`config.mk`:
```
export PLATFORM = sky130hd
export DESIGN_NAME = watch_display
export DESIGN_NICKNAME = d
export VERILOG_FILES = /design/src/rtl/watch_pkg.sv /design/src/rtl/watch_bin2bcd.sv /design/src/rtl/watch_display.sv
export SDC_FILE = /design/constraint.sdc
export NUM_CORES = 1
export LEC_CHECK = 0
export ABC_CLOCK_PERIOD_IN_PS = 3100
export BUFFER_PORTS_ARGS = -buffer_cell sky130_fd_sc_hd__buf_2
export CAP_MARGIN = 40
export CORE_MARGIN = 1.5
export CORE_UTILIZATION = 39
export CTS_CLUSTER_DIAMETER = 40
export DETAILED_ROUTE_END_ITERATION = 7
export PLACE_DENSITY = 0.7
export SLEW_MARGIN = 10
export SYNTH_ARGS = -nofsm -noshare
export SYNTH_HDL_FRONTEND = slang
export SYNTH_SLANG_ARGS = --single-unit
```
`constraint.sdc`:
```
create_clock -name clk -period 3.1 [get_ports clk]
set_input_delay 0.93 -clock clk [delete_from_list [all_inputs] [get_ports clk]]
set_output_delay 0.93 -clock clk [all_outputs]
set_load 0.01 [all_outputs]
```
`src/rtl/watch_pkg.sv`:
```
// Shared constants for the watch display: segment patterns, digit slot indices
// and field range limits.
package watch_pkg;

    localparam logic [6:0] SEG_0    = 7'h3F;
    localparam logic [6:0] SEG_1    = 7'h06;
    localparam logic [6:0] SEG_2    = 7'h5B;
    localparam logic [6:0] SEG_3    = 7'h4F;
    localparam logic [6:0] SEG_4    = 7'h66;
    localparam logic [6:0] SEG_5    = 7'h6D;
    localparam logic [6:0] SEG_6    = 7'h7D;
    localparam logic [6:0] SEG_7    = 7'h07;
    localparam logic [6:0] SEG_8    = 7'h7F;
    localparam logic [6:0] SEG_9    = 7'h6F;
    localparam logic [6:0] SEG_DASH = 7'h40;

    localparam logic [2:0] DIG_SEC1   = 3'd0;
    localparam logic [2:0] DIG_SEC10  = 3'd1;
    localparam logic [2:0] DIG_MIN1   = 3'd2;
    localparam logic [2:0] DIG_MIN10  = 3'd3;
    localparam logic [2:0] DIG_HOUR1  = 3'd4;
    localparam logic [2:0] DIG_HOUR10 = 3'd5;

    localparam int MAX_MIN_SEC = 59;
    localparam int MAX_HOUR    = 23;

    // Active-high {g,f,e,d,c,b,a} pattern for one BCD digit; non-decimal codes show a dash.
    function automatic logic [6:0] seg_encode(input logic [3:0] digit);
        logic [6:0] pattern;
        case (digit)
            4'd0:    pattern = SEG_0;
            4'd1:    pattern = SEG_1;
            4'd2:    pattern = SEG_2;
            4'd3:    pattern = SEG_3;
            4'd4:    pattern = SEG_4;
            4'd5:    pattern = SEG_5;
            4'd6:    pattern = SEG_6;
            4'd7:    pattern = SEG_7;
            4'd8:    pattern = SEG_8;
            4'd9:    pattern = SEG_9;
            default: pattern = SEG_DASH;
        endcase
        return pattern;
    endfunction

endpackage

```
`src/rtl/watch_bin2bcd.sv`:
```
// Combinational 6-bit binary to two-digit BCD, with a range flag against MAX.
module watch_bin2bcd #(
    parameter int MAX = 59
) (
    input  logic [5:0] bin,
    output logic [3:0] tens,
    output logic [3:0] ones,
    output logic       valid
);

    // Low nibble of tens*10; ones is then a 4-bit wrap-around subtraction.
    logic [3:0] base_lo;

    always_comb begin
        // NOTE: every output of a combinational block gets a default first so no latch is inferred.
        tens    = 4'd0;
        base_lo = 4'd0;
        if (bin >= 6'd60) begin
            tens    = 4'd6;
            base_lo = 4'hC;
        end else if (bin >= 6'd50) begin
            tens    = 4'd5;
            base_lo = 4'h2;
        end else if (bin >= 6'd40) begin
            tens    = 4'd4;
            base_lo = 4'h8;
        end else if (bin >= 6'd30) begin
            tens    = 4'd3;
            base_lo = 4'hE;
        end else if (bin >= 6'd20) begin
            tens    = 4'd2;
            base_lo = 4'h4;
        end else if (bin >= 6'd10) begin
            tens    = 4'd1;
            base_lo = 4'hA;
        end
        ones  = bin[3:0] - base_lo;
        valid = (bin <= 6'(MAX));
    end

endmodule

```
`src/rtl/watch_display.sv`:
```
// Six-digit multiplexed 7-segment driver for hh:mm:ss with a frame-coherent
// time snapshot and a 1 Hz blinking colon.
module watch_display
    import watch_pkg::*;
#(
    parameter int SCAN_DIV       = 50000,
    parameter bit SEG_ACTIVE_LOW = 1'b1,
    parameter bit DIG_ACTIVE_LOW = 1'b1
) (
    input  logic       clk,
    input  logic       rst,
    input  logic       en_1hz,
    input  logic [4:0] hour,
    input  logic [5:0] minute,
    input  logic [5:0] second,
    input  logic       blank,
    output logic [6:0] seg,
    output logic       dp,
    output logic [5:0] digit_sel
);

    localparam int         CNT_W   = $clog2(SCAN_DIV);
    localparam logic [6:0] SEG_POL = {7{SEG_ACTIVE_LOW}};
    localparam logic [5:0] DIG_POL = {6{DIG_ACTIVE_LOW}};

    logic [CNT_W-1:0] cnt;
    logic [2:0]       idx;
    logic [4:0]       snap_h;
    logic [5:0]       snap_m;
    logic [5:0]       snap_s;
    logic             colon_ph;

    logic             terminal;
    logic             frame_end;

    assign terminal  = (cnt == CNT_W'(SCAN_DIV - 1));
    assign frame_end = terminal && (idx == DIG_HOUR10);

    always_ff @(posedge clk) begin
        // NOTE: sequential state uses non-blocking assignments so every register samples pre-edge values.
        if (rst) begin
            cnt      <= '0;
            idx      <= DIG_SEC1;
            snap_h   <= '0;
            snap_m   <= '0;
            snap_s   <= '0;
            colon_ph <= 1'b0;
        end else begin
            cnt <= terminal ? '0 : cnt + CNT_W'(1);
            if (terminal) begin
                idx <= (idx == DIG_HOUR10) ? DIG_SEC1 : idx + 3'd1;
            end
            // Load only at the frame boundary so one scan never mixes two times.
            if (frame_end) begin
                snap_h <= hour;
                snap_m <= minute;
                snap_s <= second;
            end
            if (en_1hz) begin
                colon_ph <= ~colon_ph;
            end
        end
    end

    logic [3:0] h_tens, h_ones, m_tens, m_ones, s_tens, s_ones;
    logic       h_valid, m_valid, s_valid;

    watch_bin2bcd #(.MAX(MAX_HOUR)) u_bcd_hour (
        .bin   ({1'b0, snap_h}),
        .tens  (h_tens),
        .ones  (h_ones),
        .valid (h_valid)
    );

    watch_bin2bcd #(.MAX(MAX_MIN_SEC)) u_bcd_min (
        .bin   (snap_m),
        .tens  (m_tens),
        .ones  (m_ones),
        .valid (m_valid)
    );

    watch_bin2bcd #(.MAX(MAX_MIN_SEC)) u_bcd_sec (
        .bin   (snap_s),
        .tens  (s_tens),
        .ones  (s_ones),
        .valid (s_valid)
    );

    logic [3:0] digit_val;
    logic       field_ok;
    logic [6:0] seg_hi;
    logic [5:0] dig_hi;
    logic       dp_hi;

    always_comb begin
        digit_val = 4'd0;
        field_ok  = 1'b0;
        case (idx)
            DIG_SEC1:   begin digit_val = s_ones; field_ok = s_valid; end
            DIG_SEC10:  begin digit_val = s_tens; field_ok = s_valid; end
            DIG_MIN1:   begin digit_val = m_ones; field_ok = m_valid; end
            DIG_MIN10:  begin digit_val = m_tens; field_ok = m_valid; end
            DIG_HOUR1:  begin digit_val = h_ones; field_ok = h_valid; end
            DIG_HOUR10: begin digit_val = h_tens; field_ok = h_valid; end
            default:    begin digit_val = 4'd0;   field_ok = 1'b0;    end
        endcase
        seg_hi = field_ok ? seg_encode(digit_val) : SEG_DASH;
        dig_hi = 6'b000001 << idx;
        dp_hi  = colon_ph && ((idx == DIG_MIN1) || (idx == DIG_HOUR1));
    end

    // Polarity is folded in at the register so the pins never glitch through an inverter.
    always_ff @(posedge clk) begin
        if (rst || blank) begin
            seg       <= SEG_POL;
            dp        <= SEG_ACTIVE_LOW;
            digit_sel <= DIG_POL;
        end else begin
            seg       <= seg_hi ^ SEG_POL;
            dp        <= dp_hi ^ SEG_ACTIVE_LOW;
            digit_sel <= dig_hi ^ DIG_POL;
        end
    end

endmodule

```
==> results.yml <==
synthesis:
  yosysSeqAreaShare: 0.359
  syn_inst: 341
  number_of_distinct_library_cells_after_synthesis: 64
  post_synth.cell_area_avg_um2: 8.35
  yosys_warnings: 0
  synth-seq-cells: 51
  synth_fp_nets: 376
  synth_top_flop_cell: "sky130_fd_sc_hd__dfxtp_1"
  synth-async-reset-ratio: 0
  syn-cell-area_um2: 2850
  edff_count_synth: 0
floorplan:
  chipWidth_um: 88.4
  initial_core_util: 0.412
  fp.coreArea_um2: 6910
  fp.dieArea_um2: 7820
  dieHeight_um: 88.4
  rows: 30
  boundaryPins: 35
hold_path:
  min_to: "dp$_SDFF_PP1_"
  min-delay-start: "colon_ph$_SDFFE_PP0P_"
  hold_path_depth: 1
  timing.hold.worst.class: "register to register"
setup_path:
  reg2reg_slack_ns: 0.15
  cpMaxStageDelayCell: "sky130_fd_sc_hd__fa_1"
  critical_path.reg2reg.endpoint: "seg[3]$_SDFF_PP1_"
  cp_top_delay_family: "adder cells"
  regToRegStartpoint: "snap_m[5]$_SDFFE_PP0P_"
  start_kind: "register"
  cp.required_ns: 3.27
  data_arrival_time_of_the_critical_path_ns: 3.12
  crit_path_cell_trace: "nor2b_2 -> nor3b_1 -> a211oi_2 -> inv_1 -> ha_1 -> fa_1 -> mux2_2 -> o221ai_4 -> and2b_1 -> o22ai_4 -> mux2i_1 -> and2_2 -> o21ai_1"
  path_buf_inv: 1
  critPathCaptureType: "register"
  crit_path_max_incr_delay_ns: 0.48
  crit_start: "snap_m[5]$_SDFFE_PP0P_"
  biggest_fanout_along_the_worst_timing_path: 6
  worst_r2r_path_depth: 13
  path_class: "register to register"
cells_and_area:
  syn2layout_area_growth_pct: 16.0
  final.fill_count: 693
  drive_above_1_share: 0.226
  total_nets_final: 415
  instances_no_fill: 476
  post-route-util: 0.478
  antenna_cells: 0
power_and_ir_drop:
  ir_drop_mv: 0.143
  power_density_nw_per_um2: 334
  power.total_mw: 1.10
  power.static_leakage_nw: 1.26
drt:
  totalWireLength_um: 5790
  dr_total_vias: 2365
  drtPass1Iterations: 4
  drt_drc_violations_left: 0
  first_iter_violations: 108
  wl_per_cell_um: 12.2
  antenna_left: 0
  post_dr_vias_cell: 4.97
clocking:
  root_buffer: "sky130_fd_sc_hd__clkbuf_8"
  cts-buffers-inserted: 5
  path_clk_slew_ns: 0.09
  clock_tree.buffer_depth: 2
  tritoncts: "built"
  tritoncts_num_sinks: 51
  worstSkewPairLatency_ns: 0.30
  ctsHtreeMaxLevel: 2
timing:
  max_slew.worst_pin.slew_ns: 0.563
  layout_worst_path_cycle_share: 0.953
  timing_max_transition_violations_final: 0
  hold_violations: 0
  setup_viol: 0
  maxClockFrequency_mhz: 339
  max_slew_margin: 0.625
  min_period_ns: 2.95
  final.setup_skew_ns: 0.00927
run:
  timing.max_cap.violations: 0
placement:
  dp.cells: 467
  place.gp.congestion: 0.821
  place.detailed.hpwl_um: 4180
  io_buffer_count: 34
global_routing:
  grt_start_max_net_pins: 24
  grt_pass1_wl_um: 9820
  grt.met1_usage: 0.193
  grt_overflow_total: 0
  track_usage: 0.158
  vias_in_the_first_global_route: 2299
  global_route.peak_usage_layer: "met2"
  grt.met2_usage: 0.273
  antenna_found_initial: 0
  grtUsageMet3: 0.0345
status:
  run_status: "finished clean"
[power breakdown]
group	internal [mW]	leakage [nW]	switching (mW)
registers	0.665	0.417	0.00409
clock network	0.180	0.0477	0.209
logic	0.0207	0.798	0.0237
[cell usage after synthesis (2+ instances only)]
library cell	n	share of area
sky130_fd_sc_hd__a211o_1	2	0.0062
sky130_fd_sc_hd__a211oi_1	3	0.0079
sky130_fd_sc_hd__a21bo_2	2	0.0070
sky130_fd_sc_hd__a21boi_0	3	0.0079
sky130_fd_sc_hd__a21oi_1	21	0.037
sky130_fd_sc_hd__and2_2	2	0.0053
sky130_fd_sc_hd__buf_2	7	0.012
sky130_fd_sc_hd__buf_4	3	0.0079
sky130_fd_sc_hd__clkbuf_1	6	0.0079
sky130_fd_sc_hd__dfxtp_1	51	0.36
sky130_fd_sc_hd__fa_1	3	0.021
sky130_fd_sc_hd__ha_1	11	0.048
sky130_fd_sc_hd__inv_1	18	0.024
sky130_fd_sc_hd__mux2_2	2	0.0079
sky130_fd_sc_hd__mux2i_1	7	0.025
sky130_fd_sc_hd__nand2_1	52	0.069
sky130_fd_sc_hd__nand2b_1	6	0.013
sky130_fd_sc_hd__nand3_1	9	0.016
sky130_fd_sc_hd__nand4_1	7	0.015
sky130_fd_sc_hd__nor2_1	31	0.041
sky130_fd_sc_hd__nor2b_1	7	0.015
sky130_fd_sc_hd__nor3_1	6	0.011
sky130_fd_sc_hd__o211ai_1	4	0.011
sky130_fd_sc_hd__o21a_1	3	0.0079
sky130_fd_sc_hd__o21ai_0	10	0.018
sky130_fd_sc_hd__o21ai_1	5	0.0088
sky130_fd_sc_hd__o22a_1	2	0.0062
sky130_fd_sc_hd__or3_1	5	0.011
sky130_fd_sc_hd__xnor2_1	9	0.028
sky130_fd_sc_hd__xor2_1	10	0.031
[routing by layer]
| metal | vias up | routed length [um] |
|---|---|---|
| li1 | 1240 | - |
| met1 | 1070 | 2750 |
| met2 | 47 | 2660 |
| met3 | 8 | 290 |
| met4 | 0 | 80 |
| met5 | - | 0 |
[worst register-to-register path: stages, from the launching register on]
cell	delay, ns
sky130_fd_sc_hd__dfxtp_1	0.39
sky130_fd_sc_hd__nor2b_2	0.21
sky130_fd_sc_hd__nor3b_1	0.08
sky130_fd_sc_hd__a211oi_2	0.23
sky130_fd_sc_hd__inv_1	0.06
sky130_fd_sc_hd__ha_1	0.19
sky130_fd_sc_hd__fa_1	0.48
sky130_fd_sc_hd__mux2_2	0.17
sky130_fd_sc_hd__o221ai_4	0.11
sky130_fd_sc_hd__and2b_1	0.20
sky130_fd_sc_hd__o22ai_4	0.26
sky130_fd_sc_hd__mux2i_1	0.23
sky130_fd_sc_hd__and2_2	0.16
sky130_fd_sc_hd__o21ai_1	0.05
[registers in the layout, indices dropped and copies added, names as in the netlist]
signal,cells
cnt,16
snap_s,6
snap_h,5
snap_m,6
digit_sel,6
dp,1
idx,3
seg,7
colon_ph,1
[final cells by class]
class,instances,area (um2),area share
Timing Repair Buffer,50,303,0.0917
Tap cell,96,120,0.0364
Inverter,19,71.3,0.0216
Sequential cell,51,1030,0.311
Clock buffer,6,82.6,0.0250
Multi-Input combinational cell,253,1690,0.511
Clock inverter,1,8.76,0.00265
[logic make-up (layout without fill, tap and decap cells)]
| kind of cell | Yosys count | in the layout | share of synthesized area |
|---|---|---|---|
| compound gates | 71 | 71 | 0.183 |
| xor+xnor | 19 | 19 | 0.0585 |
| fa+ha+maj | 15 | 15 | 0.0730 |
| buf+inv | 37 | 76 | 0.0589 |
| flops | 51 | 51 | 0.359 |
| mux | 9 | 9 | 0.0325 |
| simple gates | 139 | 139 | 0.235 |
[cell usage in the layout (no fill, tap or decap), types with 3 or more instances in the layout]
cell type	synthesis	final
sky130_fd_sc_hd__nand2_1	52	52
sky130_fd_sc_hd__dfxtp_1	51	46
sky130_fd_sc_hd__buf_2	7	34
sky130_fd_sc_hd__nor2_1	31	30
sky130_fd_sc_hd__a21oi_1	21	21
sky130_fd_sc_hd__inv_1	18	18
sky130_fd_sc_hd__buf_4	3	15
sky130_fd_sc_hd__ha_1	11	11
sky130_fd_sc_hd__o21ai_0	10	10
sky130_fd_sc_hd__xor2_1	10	10
sky130_fd_sc_hd__nand3_1	9	9
sky130_fd_sc_hd__xnor2_1	9	9
sky130_fd_sc_hd__nand4_1	7	7
sky130_fd_sc_hd__mux2i_1	7	7
sky130_fd_sc_hd__nand2b_1	6	6
sky130_fd_sc_hd__clkbuf_8	0	6
sky130_fd_sc_hd__nor3_1	6	5
sky130_fd_sc_hd__or3_1	5	5
sky130_fd_sc_hd__o21ai_1	5	5
sky130_fd_sc_hd__dfxtp_2	0	5
sky130_fd_sc_hd__nor2b_1	7	4
sky130_fd_sc_hd__o211ai_1	4	4
sky130_fd_sc_hd__o21a_1	3	3
sky130_fd_sc_hd__fa_1	3	3
[through the flow]
stage          worst slack, ns  hold WS [ns]  instance area (um2)  setup TNS, ns
2_1_floorplan           0.0176         0.383                 2850              0
3_3_place_gp           0.00908         0.408                 3150              0
3_5_place_dp            -0.140         0.405                 3150         -0.199
4_1_cts                0.00715         0.430                 3270              0
5_1_grt                -0.0336         0.453                 3300        -0.0680
6_report                 0.147         0.426                 3300              0
[worst max path at each step]
stage                         to  slack [ns]  depth (start not counted)
4_1_cts        seg[5]$_SDFF_PP1_       0.007                         13
6_report       seg[3]$_SDFF_PP1_        0.15                         13
3_5_place_dp   seg[5]$_SDFF_PP1_       -0.14                         10
3_3_place_gp   seg[5]$_SDFF_PP1_       0.009                         10
5_1_grt        seg[2]$_SDFF_PP1_       -0.03                         13
2_1_floorplan  seg[5]$_SDFF_PP1_        0.02                         14
[timing repair]
action / CTS / global route
setup endpoints to repair: 4 / 7
resized for setup: 4 / 11
hold endpoints to repair: 0 / 0
pin swaps: 1 / 1
setup buffers: 2 / 0
hold buffers: 0 / 0
(Power assumes the default switching activity.)
